## config.mk

```make
export PLATFORM = sky130hd
export DESIGN_NAME = rf_write_arbiter
export DESIGN_NICKNAME = d
export VERILOG_FILES = /design/src/rtl/rf_pkg.sv /design/src/rtl/rr_arbiter.sv /design/src/rtl/rf_write_arbiter.sv
export SDC_FILE = /design/constraint.sdc
export NUM_CORES = 1
export LEC_CHECK = 0
export CAP_MARGIN = 20
export CORE_MARGIN = 3
export CORE_UTILIZATION = 35
export DETAILED_ROUTE_END_ITERATION = 6
export PLACE_DENSITY = 0.81
export SLEW_MARGIN = 0
export SYNTH_ARGS = -nofsm -noshare
export SYNTH_HDL_FRONTEND = slang
export SYNTH_SLANG_ARGS = --single-unit
```

## constraint.sdc

```tcl
create_clock -name clk -period 2.87 [get_ports clk]
set_input_delay 0.574 -clock clk [delete_from_list [all_inputs] [get_ports clk]]
set_output_delay 0.574 -clock clk [all_outputs]
set_load 0.05 [all_outputs]
```

## src/rtl/rf_pkg.sv

```systemverilog
// rtl/rf_pkg.sv - shared register-file widths, register map and requester indices
package rf_pkg;

    localparam int DW   = 8;
    localparam int AW   = 3;
    localparam int NREG = 6;

    localparam logic [AW-1:0] REG_A  = 3'd0;
    localparam logic [AW-1:0] REG_X  = 3'd1;
    localparam logic [AW-1:0] REG_Y  = 3'd2;
    localparam logic [AW-1:0] REG_Z  = 3'd3;
    localparam logic [AW-1:0] REG_SP = 3'd4;
    localparam logic [AW-1:0] REG_FP = 3'd5;

    localparam int REQ_ALU   = 0;
    localparam int REQ_LOAD  = 1;
    localparam int REQ_STACK = 2;

    typedef logic [AW-1:0] reg_addr_t;
    typedef logic [DW-1:0] reg_data_t;

endpackage

```

## src/rtl/rr_arbiter.sv

```systemverilog
// rtl/rr_arbiter.sv - round-robin arbiter with one-hot grant and rotating priority pointer
module rr_arbiter #(
    parameter int N = 3
) (
    input  logic         clk,
    input  logic         rst_n,
    input  logic [N-1:0] req,
    input  logic         advance,
    output logic [N-1:0] grant
);

    localparam int PW = (N > 1) ? $clog2(N) : 1;

    logic [PW-1:0] ptr;
    logic [PW-1:0] gidx;
    logic          found;

    // Search starts at ptr and wraps; the first requester seen wins.
    always_comb begin
        int idx;
        grant = '0;
        gidx  = '0;
        found = 1'b0;
        idx   = 0;
        for (int i = 0; i < N; i++) begin
            idx = int'(ptr) + i;
            if (idx >= N) begin
                idx = idx - N;
            end
            if (!found && req[idx]) begin
                found      = 1'b1;
                gidx       = PW'(idx);
                grant[idx] = 1'b1;
            end
        end
    end

    always_ff @(posedge clk or negedge rst_n) begin
        if (!rst_n) begin
            ptr <= '0;
        end else if (advance && found) begin
            ptr <= (int'(gidx) == N - 1) ? '0 : gidx + 1'b1;
        end
    end

endmodule

```

## src/rtl/rf_write_arbiter.sv

```systemverilog
// rtl/rf_write_arbiter.sv - shares the register-file write port among write-back sources and forwards in-flight data
module rf_write_arbiter
    import rf_pkg::*;
#(
    parameter int NREQ = 3,
    parameter int DW   = rf_pkg::DW,
    parameter int AW   = rf_pkg::AW,
    parameter int NREG = rf_pkg::NREG
) (
    input  logic               clk,
    input  logic               rst_n,
    input  logic [NREQ-1:0]    req_valid,
    output logic [NREQ-1:0]    req_ready,
    input  logic [AW*NREQ-1:0] req_addr,
    input  logic [DW*NREQ-1:0] req_data,
    output logic [AW-1:0]      rf_write_addr,
    output logic [DW-1:0]      rf_write_data,
    output logic               rf_write_enable,
    input  logic [AW-1:0]      rd_addr1,
    input  logic [AW-1:0]      rd_addr2,
    input  logic [DW-1:0]      rf_out_1,
    input  logic [DW-1:0]      rf_out_2,
    output logic [DW-1:0]      fwd_out_1,
    output logic [DW-1:0]      fwd_out_2,
    output logic               addr_err,
    input  logic               err_clr
);

    localparam logic [AW:0] NREG_LIM = (AW + 1)'(NREG);

    function automatic logic addr_legal(input logic [AW-1:0] a);
        return {1'b0, a} < NREG_LIM;
    endfunction

    logic [NREQ-1:0] grant;
    logic            any_grant;
    logic [AW-1:0]   sel_addr;
    logic [DW-1:0]   sel_data;

    logic            wb_valid;
    logic [AW-1:0]   wb_addr;
    logic [DW-1:0]   wb_data;

    rr_arbiter #(
        .N(NREQ)
    ) u_arb (
        .clk    (clk),
        .rst_n  (rst_n),
        .req    (req_valid),
        .advance(any_grant),
        .grant  (grant)
    );

    // The arbiter's grant is purely combinational; hide it while reset is held.
    assign req_ready = rst_n ? grant : '0;
    assign any_grant = |grant;

    always_comb begin
        sel_addr = '0;
        sel_data = '0;
        for (int i = 0; i < NREQ; i++) begin
            if (grant[i]) begin
                sel_addr = sel_addr | req_addr[AW*i +: AW];
                sel_data = sel_data | req_data[DW*i +: DW];
            end
        end
    end

    always_ff @(posedge clk or negedge rst_n) begin
        if (!rst_n) begin
            wb_valid <= 1'b0;
            wb_addr  <= '0;
            wb_data  <= '0;
        end else begin
            wb_valid <= any_grant;
            wb_addr  <= sel_addr;
            wb_data  <= sel_data;
        end
    end

    // Captured at grant so the flag is visible in the same cycle the bad write is in flight.
    always_ff @(posedge clk or negedge rst_n) begin
        if (!rst_n) begin
            addr_err <= 1'b0;
        end else if (any_grant && !addr_legal(sel_addr)) begin
            addr_err <= 1'b1;
        end else if (err_clr) begin
            addr_err <= 1'b0;
        end
    end

    assign rf_write_enable = wb_valid && addr_legal(wb_addr);
    assign rf_write_addr   = wb_addr;
    assign rf_write_data   = wb_data;

    assign fwd_out_1 = (rf_write_enable && (rd_addr1 == wb_addr)) ? wb_data : rf_out_1;
    assign fwd_out_2 = (rf_write_enable && (rd_addr2 == wb_addr)) ? wb_data : rf_out_2;

endmodule

```

# Word level (Yosys, flattened, before mapping)

Index checks and enable logic that the tools add are counted.

Bits in registers: 15
Word-level logic and storage cells: 85

Add/sub/neg operators: 6
$lt $le $gt $ge: 11
Eq/ne operators: 3
Multiplexer cells: 39
Bitwise logic cells: 6
Reduce and logical (&&, ||, !) cells: 15

Operator list:

| kind                  | count |
|---|---|
| $ge 32x1->1 const B   | 3 |
| $lt 32x4->1 const B   | 3 |
| $mux 32               | 3 |
| $ge 32x3->1 const B   | 2 |
| $sub 32x3->32 const B | 2 |
| $mux 8                | 5 |
| $mux 3                | 7 |
| $or 8x8->8            | 2 |
| $mux 1                | 14 |
| $or 3x3->3            | 4 |
| $logic_and 1x1->1     | 10 |
| $mux 2                | 4 |
| $bmux 1 s2            | 3 |
| $demux 1 s2           | 3 |
| $eq 3x3->1            | 2 |
| $lt 3x3->1 const B    | 2 |
| $add 2x1->3 const B   | 1 |
| $add 2x2->3 const B   | 1 |
| $logic_not 1->1       | 3 |
| $reduce_or 3->1       | 1 |
| $sub 2x2->3 const B   | 1 |
| $add 2x1->2 const B   | 1 |
| $eq 2x2->1 const B    | 1 |
| $ge 2x2->1 const B    | 1 |
| $reduce_bool 2->1     | 1 |

# Depth between registers and ports, before layout

Gate-level depths: netlist (run 1).

Depth in word-level cells: 21
Gate-level depth with buffers: 10
Mapped depth without buffers: 8

# Hierarchy

Synthesis (run 1) repeated with hierarchy kept, for this count alone.

Cell total of the unflattened synthesis: 129
Area, all modules: 1262.5 µm²

By module, submodules not included:

| module           | times used | cells each | area each (µm²) |
|---|---|---|---|
| rf_write_arbiter | 1          | 71         | 823.3 |
| rr_arbiter       | 1          | 58         | 439.2 |

# Worst setup path before layout (run 1)

OpenSTA, ideal clock, no wires.

Path type: register to output
Start: reg u_arb.ptr[0]
End: out req_ready[0]
Arrival: 2.167 ns
Data required time: 2.296 ns
Slack: 0.129 ns
Cell stages (with the launch flop): 9
Buffers on the path: 1
Cells stage by stage: dfrtp_1 -> inv_1 -> ha_1 -> nand2b_1 -> nor4b_2 -> o31ai_1 -> a21oi_1 -> buf_4 -> and2_1

Word-level cells in the longest chain between the ends: 13
Elaborated cells between the ends (all ways): 47
Classes of those cells: add/sub (5); order compare (9); mux (24); bitwise (2); reduce/logical (7)

Ends and longest elaborated chain:

| element                                                | RTL line               | text |
|---|---|---|
| start, declared                                        | rr_arbiter.sv:14       | `logic [PW-1:0] ptr;` |
| start signal, assigned                                 | rr_arbiter.sv:42       | `ptr <= (int'(gidx) == N - 1) ? '0 : gidx + 1'b1;` |
| branches (longest 11 deep; another with $sub 32x3->32) | --                     |  |
| $mux 3 (*)                                             | rr_arbiter.sv:30       | `if (!found && req[idx]) begin` |
| $mux 3 (*)                                             | rf_write_arbiter.sv:55 | `assign req_ready = rst_n ? grant : '0;` |
| end, declared                                          | rf_write_arbiter.sv:13 | `output logic [NREQ-1:0] req_ready,` |

Mark *: on every way between the ends. The select of a mux whose other input is x is not followed.

# Worst setup path after layout (run 1)

Start: in rd_addr2[2]
End: out fwd_out_2[3]

Word-level cells in the longest chain between the ends: 3

Ends and longest elaborated chain:

| element           | RTL line               | text |
|---|---|---|
| start, declared   | rf_write_arbiter.sv:20 | `input logic [AW-1:0] rd_addr2,` |
| $eq 3x3->1        | rf_write_arbiter.sv:97 | `assign fwd_out_2 = (rf_write_enable && (rd_addr2 == wb_addr)) ? wb_data : rf_out_2;` |
| $logic_and 1x1->1 | rf_write_arbiter.sv:97 |  |
| $mux 8            | rf_write_arbiter.sv:97 |  |
| end, declared     | rf_write_arbiter.sv:24 | `output logic [DW-1:0] fwd_out_2,` |

Every way passes these cells.

==> qor.txt, run 1 <==
Simple-Gate Fraction of Synth Area -> 15.4%
WL per Instance -> 16.2 um
crit path capture -> fwd_out_2[3]
multiplexer area fraction after synthesis -> 18.1%
# IOs -> 93
final setup violation count -> 0
Power Density -> 1170 nW/um^2
antenna fix cells -> 0
Area contributors post-synth -> dfrtp_1 (29%), mux2_2 (14%), a222oi_1 (6.9%)
Crit. path cell count -> 7
crit path DAT -> 2.23 ns
endpoint type of the worst setup path -> output pin
Post-Synth XOR/XNOR Area -> 2.67%
CTS HTree Levels -> 1
drt initial violations -> 79
largest family of logic cells by synthesized area -> compound AO/OA/AOI/OAI gates
Worst Path Required -> 2.30 ns
r2r setup slk -> 0.25 ns
die height -> 67.2 um
Worst Tran Pin Value -> 0.509 ns
First-pass DRT Iterations -> 5
type of the worst setup path -> in2out
critical path's largest stage delay -> 0.43 ns
final hold violations -> 0
mapped cell area -> 1310 um^2
syn avg cell area -> 9.70 um^2
period utilization -> 97.8%
pin count of the biggest net entering global routing -> 16
# clock sinks -> 15
Final min period -> 2.81 ns
GRT Total Usage -> 18.6%
Synth Flop Type -> dfrtp_1
cell depth of the worst flop-to-flop path -> 10
fmax -> 0.356 GHz
Worst-Skew Late Latency -> 0.24 ns
Pleak -> 1.10 nW
CP Launch Type -> input port
Fill cells -> 258
clk slew on worst S/H paths -> 0.06 ns
crit-path cells -> clkdlybuf4s50_1 -> xor2_1 -> o31ai_1 -> and3_1 -> buf_12 -> mux2_2 -> buf_4
vias -> 1,458
initial antenna violation count -> 0
post-synth top area share -> 28.7%
Worst path top cell family by delay -> buffers and inverters
Async SR Flop Fraction -> 100%
status -> finished clean
hpwl dp -> 3500 um
CTS tree -> built
clk buf depth -> 2
Mapped Cells -> 135
Post-synth top cells -> mux2_2 (16), dfrtp_1 (15), inv_1 (15)
#FFs+latches synth -> 15
count leader, synth -> mux2_2
# hold bufs at CTS -> 0
core area -> 3470 um^2
worst min path class -> reg2reg
Area Overhead vs Synth -> 94.0%
share of cells above drive strength 1 -> 29.5%
nets -> 303
final core area utilization -> 73.3%
R2R Path End -> u_arb.ptr[1]
Port Buffers -> 92
row count -> 21
CP max FO -> 8
die area -> 4510 um^2
register area share after synthesis -> 28.7%
vias per cell -> 5.15
largest area contributor in the netlist -> dfrtp_1
Post-synth EDFFs -> 0
VDD IR max -> 0.839 mV
CTS Buf Count -> 3
Syn. warnings -> 0
syn_nets -> 200
number of global-route vias before repair -> 1,390
crit path from -> rd_addr2[2]
Die X -> 67.2 um
multi-input logic area -> 900 um^2
CTS root buf -> clkbuf_8
CP Buf/Inv Count -> 3
Final Instance Area -> 2540 um^2
DRC Markers -> 0
Initial Utilization -> 37.8%
post-synth cell types -> 43
Synth Area in Compound Gates -> 22.6%
final WL -> 4590 um
hold slack -> 0.600 ns
total grt overflow -> 0
post-route ant nets -> 0
Relative slew margins -> 66.0%
Slew Limit Fails -> 0
FF/Latch Area -> 375 um^2
worst r2r src -> u_arb.ptr[0]
slowest cell on the critical path -> clkdlybuf4s50_1
first-pass GRT wire length -> 6530 um
placed instance area -> 2330 um^2
adder-cell share of the synthesized area -> 3.82%
Placer Congestion -> 0.899
MaxCap Viol Count -> 0
clk_skew -> 0.00505 ns
[logic make-up (layout without fill, tap and decap cells)]
| family | after synthesis | count (layout) |
|---|---|---|
| AO/OA/AOI/OAI | 36 | 36 |
| XOR/XNOR | 4 | 4 |
| adder cells (fa/ha/maj) | 4 | 4 |
| buffers and inverters | 23 | 125 |
| flip-flops | 15 | 15 |
| multiplexers | 21 | 21 |
| AND/OR/NAND/NOR | 32 | 32 |
[cell type report]
cell class              instances  share of cell area (%)
well taps                      46                    2.26
inverters                      15                    2.22
flip-flops and latches         15                    14.8
multi-input cells              97                    35.4
repair buffers                106                    43.6
clock buffers                   4                    1.77
[worst min-delay path by stage]
stage	start	endpoint	slack, ns	cells past startpoint
after CTS	u_arb.ptr[1]	u_arb.ptr[1]	0.59	1
after detailed placement	u_arb.ptr[0]	u_arb.ptr[0]	0.55	1
after global routing	u_arb.ptr[1]	u_arb.ptr[1]	0.63	1
after floorplan	rst_n	addr_err	0.28	0
after global placement	u_arb.ptr[1]	u_arb.ptr[1]	0.55	1
final	u_arb.ptr[1]	u_arb.ptr[1]	0.60	1
[report_power, final]
group,internal [mW],switching (mW)
clock network,0.0981,0.0695
registers,0.327,0.0974
logic,1.04,1.35
[placed cells by master, fill, tap and decap left out, drive strengths merged, types with 5 or more instances in the layout]
master | netlist | routed
clkdlybuf4s50 | 0 | 69
buf | 6 | 33
mux2 | 19 | 19
inv | 15 | 15
dfrtp | 15 | 15
a222oi | 9 | 9
nor2 | 7 | 7
o21ai | 6 | 6
nand2 | 5 | 5
a21oi | 5 | 5
[metrics by stage]
| step | total power, mW | instances | setup WS [ns] | TNS [ns] |
|---|---|---|---|---|
| after floorplan | 1.93 | 135 | 0.129 | 0 |
| after global placement | 2.60 | 276 | -0.0535 | -0.0535 |
| after detailed placement | 2.62 | 276 | -0.0407 | -0.0407 |
| after CTS | 2.85 | 283 | 0.00220 | 0 |
| after global routing | 3.16 | 283 | -0.00609 | -0.00609 |
| final | 2.98 | 283 | 0.0640 | 0 |
[registers in the layout, summed over array words and instances (netlist names)]
name and cells:
addr_err 1, rf_write_addr 3, wb_valid 1, u_arb.ptr 2, rf_write_data 8
[repair_timing]
action,in CTS,in global routing
setup buffers,3,0
gates resized for setup,5,33
endpoints found under the setup margin,10,19
pin swaps,3,6
hold endpoints to repair,0,0
[per-layer routing]
layer | part of all wire (%) | routed length [um] | global-route usage [%] | up-vias
li1 | - | - | - | 709
met1 | 40 | 1830 | 23.6 | 687
met2 | 53 | 2430 | 32.0 | 56
met3 | 5.5 | 252 | 3.00 | 6
met4 | 1.7 | 76 | 6.08 | 0
met5 | 0 | 0 | 0 | -
No activity file was read; power rests on OpenSTA's default activity.
==> inputs of run 2 (changes only) <==
--- a/config.mk
+++ b/config.mk
@@ -9,8 +9,10 @@
 export CORE_MARGIN = 3
 export CORE_UTILIZATION = 35
 export DETAILED_ROUTE_END_ITERATION = 6
+export HOLD_SLACK_MARGIN = 0.02
 export PLACE_DENSITY = 0.81
 export SLEW_MARGIN = 0
 export SYNTH_ARGS = -nofsm -noshare
 export SYNTH_HDL_FRONTEND = slang
 export SYNTH_SLANG_ARGS = --single-unit
+export TNS_END_PERCENT = 1
==> run 2 against run 1 <==
Against the previous run: cell count unchanged; die area unchanged; clock-buffer cell count unchanged; routed wire length decreased by 0.87%; register-to-register slack about the same; non-clock buffer count did not move; sequential power about the same; clock power about the same; largest cell class unchanged; largest power group unchanged.
==> qor.txt, run 2 (synthesis results as in run 1) <==
status -> finished clean
worst min path class -> reg2reg
Slew Limit Fails -> 0 (unchanged)
final hold violations -> 0 (unchanged)
Worst-Skew Late Latency -> 0.24 ns (about the same)
Worst Path Required -> 2.30 ns (about the same)
final setup violation count -> 0 (unchanged)
final core area utilization -> 72.9% (-0.36 points)
number of global-route vias before repair -> 1,390 (unchanged)
type of the worst setup path -> in2out
initial antenna violation count -> 0 (unchanged)
post-route non-filler standard cell count -> 283 (unchanged)
VDD IR max -> 0.804 mV (-4.2%)
CP max FO -> 8 (unchanged)
die area -> 4510 um^2 (unchanged)
antenna fix cells -> 0 (unchanged)
critical path's largest stage delay -> 0.43 ns (about the same)
total power -> 2.96 mW (-0.69%)
hpwl dp -> 3500 um (unchanged)
crit-path cells -> clkdlybuf4s50_1 -> xor2_1 -> o31ai_1 -> and3_1 -> buf_12 -> mux2_2 -> buf_4
Final min period -> 2.81 ns (-0.000632 ns)
Initial Utilization -> 37.8% (unchanged)
crit path DAT -> 2.23 ns (about the same)
first-pass GRT wire length -> 6530 um (unchanged)
crit path from -> rd_addr2[2]
fin worst setup slack -> 0.0646 ns (+0.000632 ns)
CTS HTree Levels -> 1 (unchanged)
share of cells above drive strength 1 -> 29.1% (-0.42 points)
total grt overflow -> 0 (unchanged)
drt initial violations -> 82 (+3.8%)
pre-CTS WS -> -0.0407 ns (unchanged)
core area -> 3470 um^2 (unchanged)
DRC Markers -> 0 (unchanged)
# hold bufs at CTS -> 0 (unchanged)
post-route ant nets -> 0 (unchanged)
clk slew on worst S/H paths -> 0.06 ns (about the same)
worst r2r src -> u_arb.ptr[0]
Pleak -> 1.10 nW (-0.36%)
pin count of the biggest net entering global routing -> 16 (unchanged)
Area Overhead vs Synth -> 93.0%
Worst path top cell family by delay -> buffers and inverters
multi-input logic area -> 887 um^2 (-1.4%)
vias -> 1,462 (+0.27%)
Relative slew margins -> 66.0% (unchanged)
Power Density -> 1170 nW/um^2 (-0.20%)
Inst Count DP -> 276 (unchanged)
Hold Crit Start -> u_arb.ptr[1]
Die X -> 67.2 um (unchanged)
Placer Congestion -> 0.899 (unchanged)
most frequent cells in the layout -> clkdlybuf4s50_1 (69), buf_4 (20), inv_1 (15), dfrtp_1 (15)
Fill cells -> 261 (+1.2%)
CP Launch Type -> input port
max reg flops -> 8 (unchanged)
CTS Buf Count -> 3 (unchanged)
clk_skew -> 0.00534 ns (+0.000286 ns)
CTS root buf -> clkbuf_8
# IOs -> 93 (unchanged)
final WL -> 4550 um (-0.87%)
CTS tree -> built
RSZ-0062 raised after global routing -> true
most common cell after layout, fill and taps aside -> clkdlybuf4s50_1
row count -> 21 (unchanged)
FF/Latch Area -> 375 um^2 (unchanged)
period utilization -> 97.7% (about the same)
nets -> 303 (unchanged)
slowest cell on the critical path -> clkdlybuf4s50_1
Worst Tran Pin Value -> 0.509 ns (+0.000000477 ns)
endpoint type of the worst setup path -> output pin
vias per cell -> 5.17 (+0.27%)
fmax -> 0.356 GHz (about the same)
First-pass DRT Iterations -> 5 (unchanged)
Port Buffers -> 92 (unchanged)
MaxCap Viol Count -> 0 (unchanged)
WL per Instance -> 16.1 um (-0.87%)
# clock sinks -> 15 (unchanged)
CP Buf/Inv Count -> 3 (unchanged)
clk buf depth -> 2 (unchanged)
GRT Total Usage -> 18.6% (unchanged)
die height -> 67.2 um (unchanged)
-- run 2: cell count changes in the layout (fill, tap and decap cells not counted) --
cell / before / now
a21oi_1: 4 / 5
a21oi_2: 1 / 0
nor4b_2: 0 / 1
nor4b_4: 1 / 0
-- run 2: area by class of cell --
cell class,count,area share [%]
Multi-Input combinational cell,97,35.1
Tap cell,46,2.28
Sequential cell,15,14.8
Timing Repair Buffer,106,43.8
Clock buffer,4,1.78
Inverter,15,2.23
-- run 2: timing repair --
item                       CTS  global route
resized for setup            5            31
buffers inserted             3             0
pin swaps                    3             6
setup endpoints to repair   10            19
-- run 2: metal layers --
metal	global-route usage (%)	vias up	routed length (um)
li1	-	708	-
met1	23.6	689	1790
met2	32.0	59	2410
met3	3.00	6	272
met4	6.08	0	73
met5	0	-	0
-- run 2: final timing paths --
kind	end	slack, ns	depth (start not counted)
worst max register to register	u_arb.ptr[1]	0.26	10
max in group asynchronous	rf_write_data[3]	1.92	2
worst min-delay path	u_arb.ptr[1]	0.60	1
worst max-delay path	fwd_out_2[3]	0.06	7
worst min register to register	u_arb.ptr[1]	0.60	1
min in group asynchronous	u_arb.ptr[0]	0.77	2
-- run 2: power by group --
group / internal [mW] / switching (mW) / total [mW]
logic: 1.03 / 1.33 / 2.36
clock network: 0.0981 / 0.0699 / 0.168
registers: 0.327 / 0.0977 / 0.425
-- run 2: worst register-to-register path: cells and delay by family, from the launching register on --
kind                       cells  cell delay [ns]
and+or+nand+nor                3             0.50
buffers and inverters          3             0.43
adders and majority gates      1             0.38
muxes                          1             0.37
DFF                            1             0.38
AOI/OAI and AO/OA              2             0.43
-- run 2: metrics by stage --
| step | TNS (ns) | cell area, um^2 | hold slack (ns) |
|---|---|---|---|
| 2_1_floorplan | 0 | 1310 | 0.278 |
| 3_3_place_gp | -0.0535 | 2330 | 0.549 |
| 3_5_place_dp | -0.0407 | 2330 | 0.555 |
| 4_1_cts | 0 | 2410 | 0.586 |
| 5_1_grt | -0.0343 | 2530 | 0.632 |
| 6_report | 0 | 2530 | 0.602 |
==> patch, RTL diff (config.mk and constraints of run 1) <==
Take the reset off `wb_addr` and load it in a clocked block of its own.
--- a/src/rtl/rf_write_arbiter.sv
+++ b/src/rtl/rf_write_arbiter.sv
@@ -69,13 +69,15 @@
     always_ff @(posedge clk or negedge rst_n) begin
         if (!rst_n) begin
             wb_valid <= 1'b0;
-            wb_addr  <= '0;
             wb_data  <= '0;
         end else begin
             wb_valid <= any_grant;
-            wb_addr  <= sel_addr;
             wb_data  <= sel_data;
         end
+    end
+
+    always_ff @(posedge clk) begin
+        wb_addr <= sel_addr;
     end
 
     // Captured at grant so the flag is visible in the same cycle the bad write is in flight.
Check against the original RTL: not equivalent (Yosys sat finds a counterexample within 4 cycles, from zero or initial values and one cycle with rst_n low).
==> patch against run 1 <==
Synthesized cell count unchanged; maximum frequency up 1.9%; first-iteration DRC count up 15%; power down 0.65%; routed wire length down 0.92%; area after synthesis down 1.1%; via count up 0.96%; sequential cell count unchanged; non-clock buffer count down 3; worst setup slack better by 0.051 ns; sequential share of layout area down 0.50 points; final area down 0.64%; register-to-register slack better by 0.14 ns.
==> patch: results (changes against run 1) <==
* Outcome: complete, no violations (unchanged)
* Total GRT Usage at 18.49% (was 18.60%)
* RD Place Congestion at 0.8730 (was 0.8988)
* Placement Cell Area at 2306 µm² (was 2328 µm²)
* Distinct cells, synth at 44 (was 43)
* WL final at 4.543 mm (was 4.585 mm)
* Clock share of power at 5.8% (was 5.6%)
* Yosys top cell area share at 23.19% (was 28.65%)
* 1st-iter DRT viols at 91 (was 79)
* Buffer share of cell area at 43.51% (was 43.57%)
* Finished Layout Cells at 280 (was 283)
* Post-synth ARST share at 80.00% (was 100.0%)
* Xor/xnor share of the synthesized area at 2.705% (was 2.674%)
* Top post-synthesis cells by count: 16 x mux2_2, 15 x inv_1, 12 x dfrtp_1, 9 x a222oi_1, 6 x nor2_1 (was 16 x mux2_2, 15 x dfrtp_1, 15 x inv_1, 9 x a222oi_1, 6 x nor2_1)
* Post-Place Cells at 275 (was 276)
* Largest net degree at the start of global routing at 15 (was 16)
* Detailed Place HPWL at 3.419 mm (was 3.499 mm)
* Register area share after synthesis at 27.83% (was 28.65%)
* Synthesized area at 1295 µm² (was 1310 µm²)
* Ranking of synthesized cells by area: dfrtp_1 23%, mux2_2 14%, a222oi_1 7.0%, dfxtp_1 4.6%, inv_1 4.3% (was dfrtp_1 29%, mux2_2 14%, a222oi_1 6.9%, inv_1 4.3%, ha_1 3.8%)
* Pre-CTS setup slack at -0.02544 ns (was -0.04074 ns)
* Fillers at 247 (was 258)
* Min-delay src: u_arb.ptr[1] (unchanged)
* Mux contribution to synthesized area at 18.36% (was 18.15%)
* Buffers, non-clock at 103 (was 106)
* Fin Hold WS at 0.5816 ns (was 0.5997 ns)
* Skew final at 0.002221 ns (was 0.005052 ns)
* Compound-Gate Fraction of Synth Area at 22.90% (was 22.64%)
* Clk tree area frac at 1.784% (was 1.773%)
* Post-synthesis adder-cell area fraction at 3.865% (was 3.820%)
* Clk Latency, worst-skew pair at 0.24 ns (about the same)
* LEAKAGE at 1.085 nW (was 1.102 nW)
* Mean Syn Cell Area at 9.593 µm² (was 9.704 µm²)
* Vias at 1,472 (was 1,458)
* Critical Path Fanout Max at 7 (was 8)
* VDD IR max at 934.5 µV (was 839.0 µV)
* Nets at 300 (was 303)
* Proportion of layout cells with a drive suffix above 1 at 29.49% (was 29.54%)
* Area Growth Syn to Fin at 94.98% (was 93.98%)
* Register-to-Register Path Depth at 8 (was 10)
* 1st-pass router iterations at 6 (was 5)
* Multi-input combinational area share at 35.93% (was 35.40%)
* CTS root buffer: clkbuf_8 (unchanged)
* First-pass GRT wire length at 6.403 mm (was 6.534 mm)
* Max stage delay on crit path at 0.38 ns (was 0.43 ns)
* Worst Tran Pin Value at 0.5063 ns (was 0.5088 ns)
* Bufs on Longest Clock Path at 2 (unchanged)
* Sequential share of cell area at 14.27% (was 14.77%)
* R2R Path Start: u_arb.ptr[1] (was u_arb.ptr[0])
* Largest delay share family, worst path: simple AND/OR/NAND/NOR gates (was buffers and inverters)
* Vias in the first global route at 1,329 (was 1,390)
* Switching Power at 1.518 mW (was 1.512 mW)
* Crit-path slowest cell: dfrtp_1 (was clkdlybuf4s50_1)
-- patch: cell types whose count changed after synthesis --
cell     delta
dfrtp_1     -3
dfxtp_1     +3
-- patch: metal layers --
metal  track usage, %  up-vias  wire length, µm
li1                 -      701                -
met3            2.867        4              307
met5                0        -                0
met1            23.87      713             1842
met2            32.30       54             2339
met4            3.807        0               54
-- patch: timing repair --
item / 4_1_cts / 5_1_grt
setup endpoints to repair: 10 / 18
resized for setup: 4 / 38
cloned: 0 / 0
setup buffers: 1 / 0
pin swaps: 2 / 5
-- patch: worst max-delay path by stage --
stage / startpoint / endpoint / slack (ns)
global placement: req_valid[1] / req_ready[0] / -0.03
CTS: req_valid[1] / req_ready[0] / -0.006
detailed placement: req_valid[1] / req_ready[0] / -0.03
finish: u_arb.ptr[0] / req_ready[0] / 0.12
floorplan: u_arb.ptr[0] / req_ready[0] / 0.13
global route: u_arb.ptr[1] / req_ready[0] / -0.004
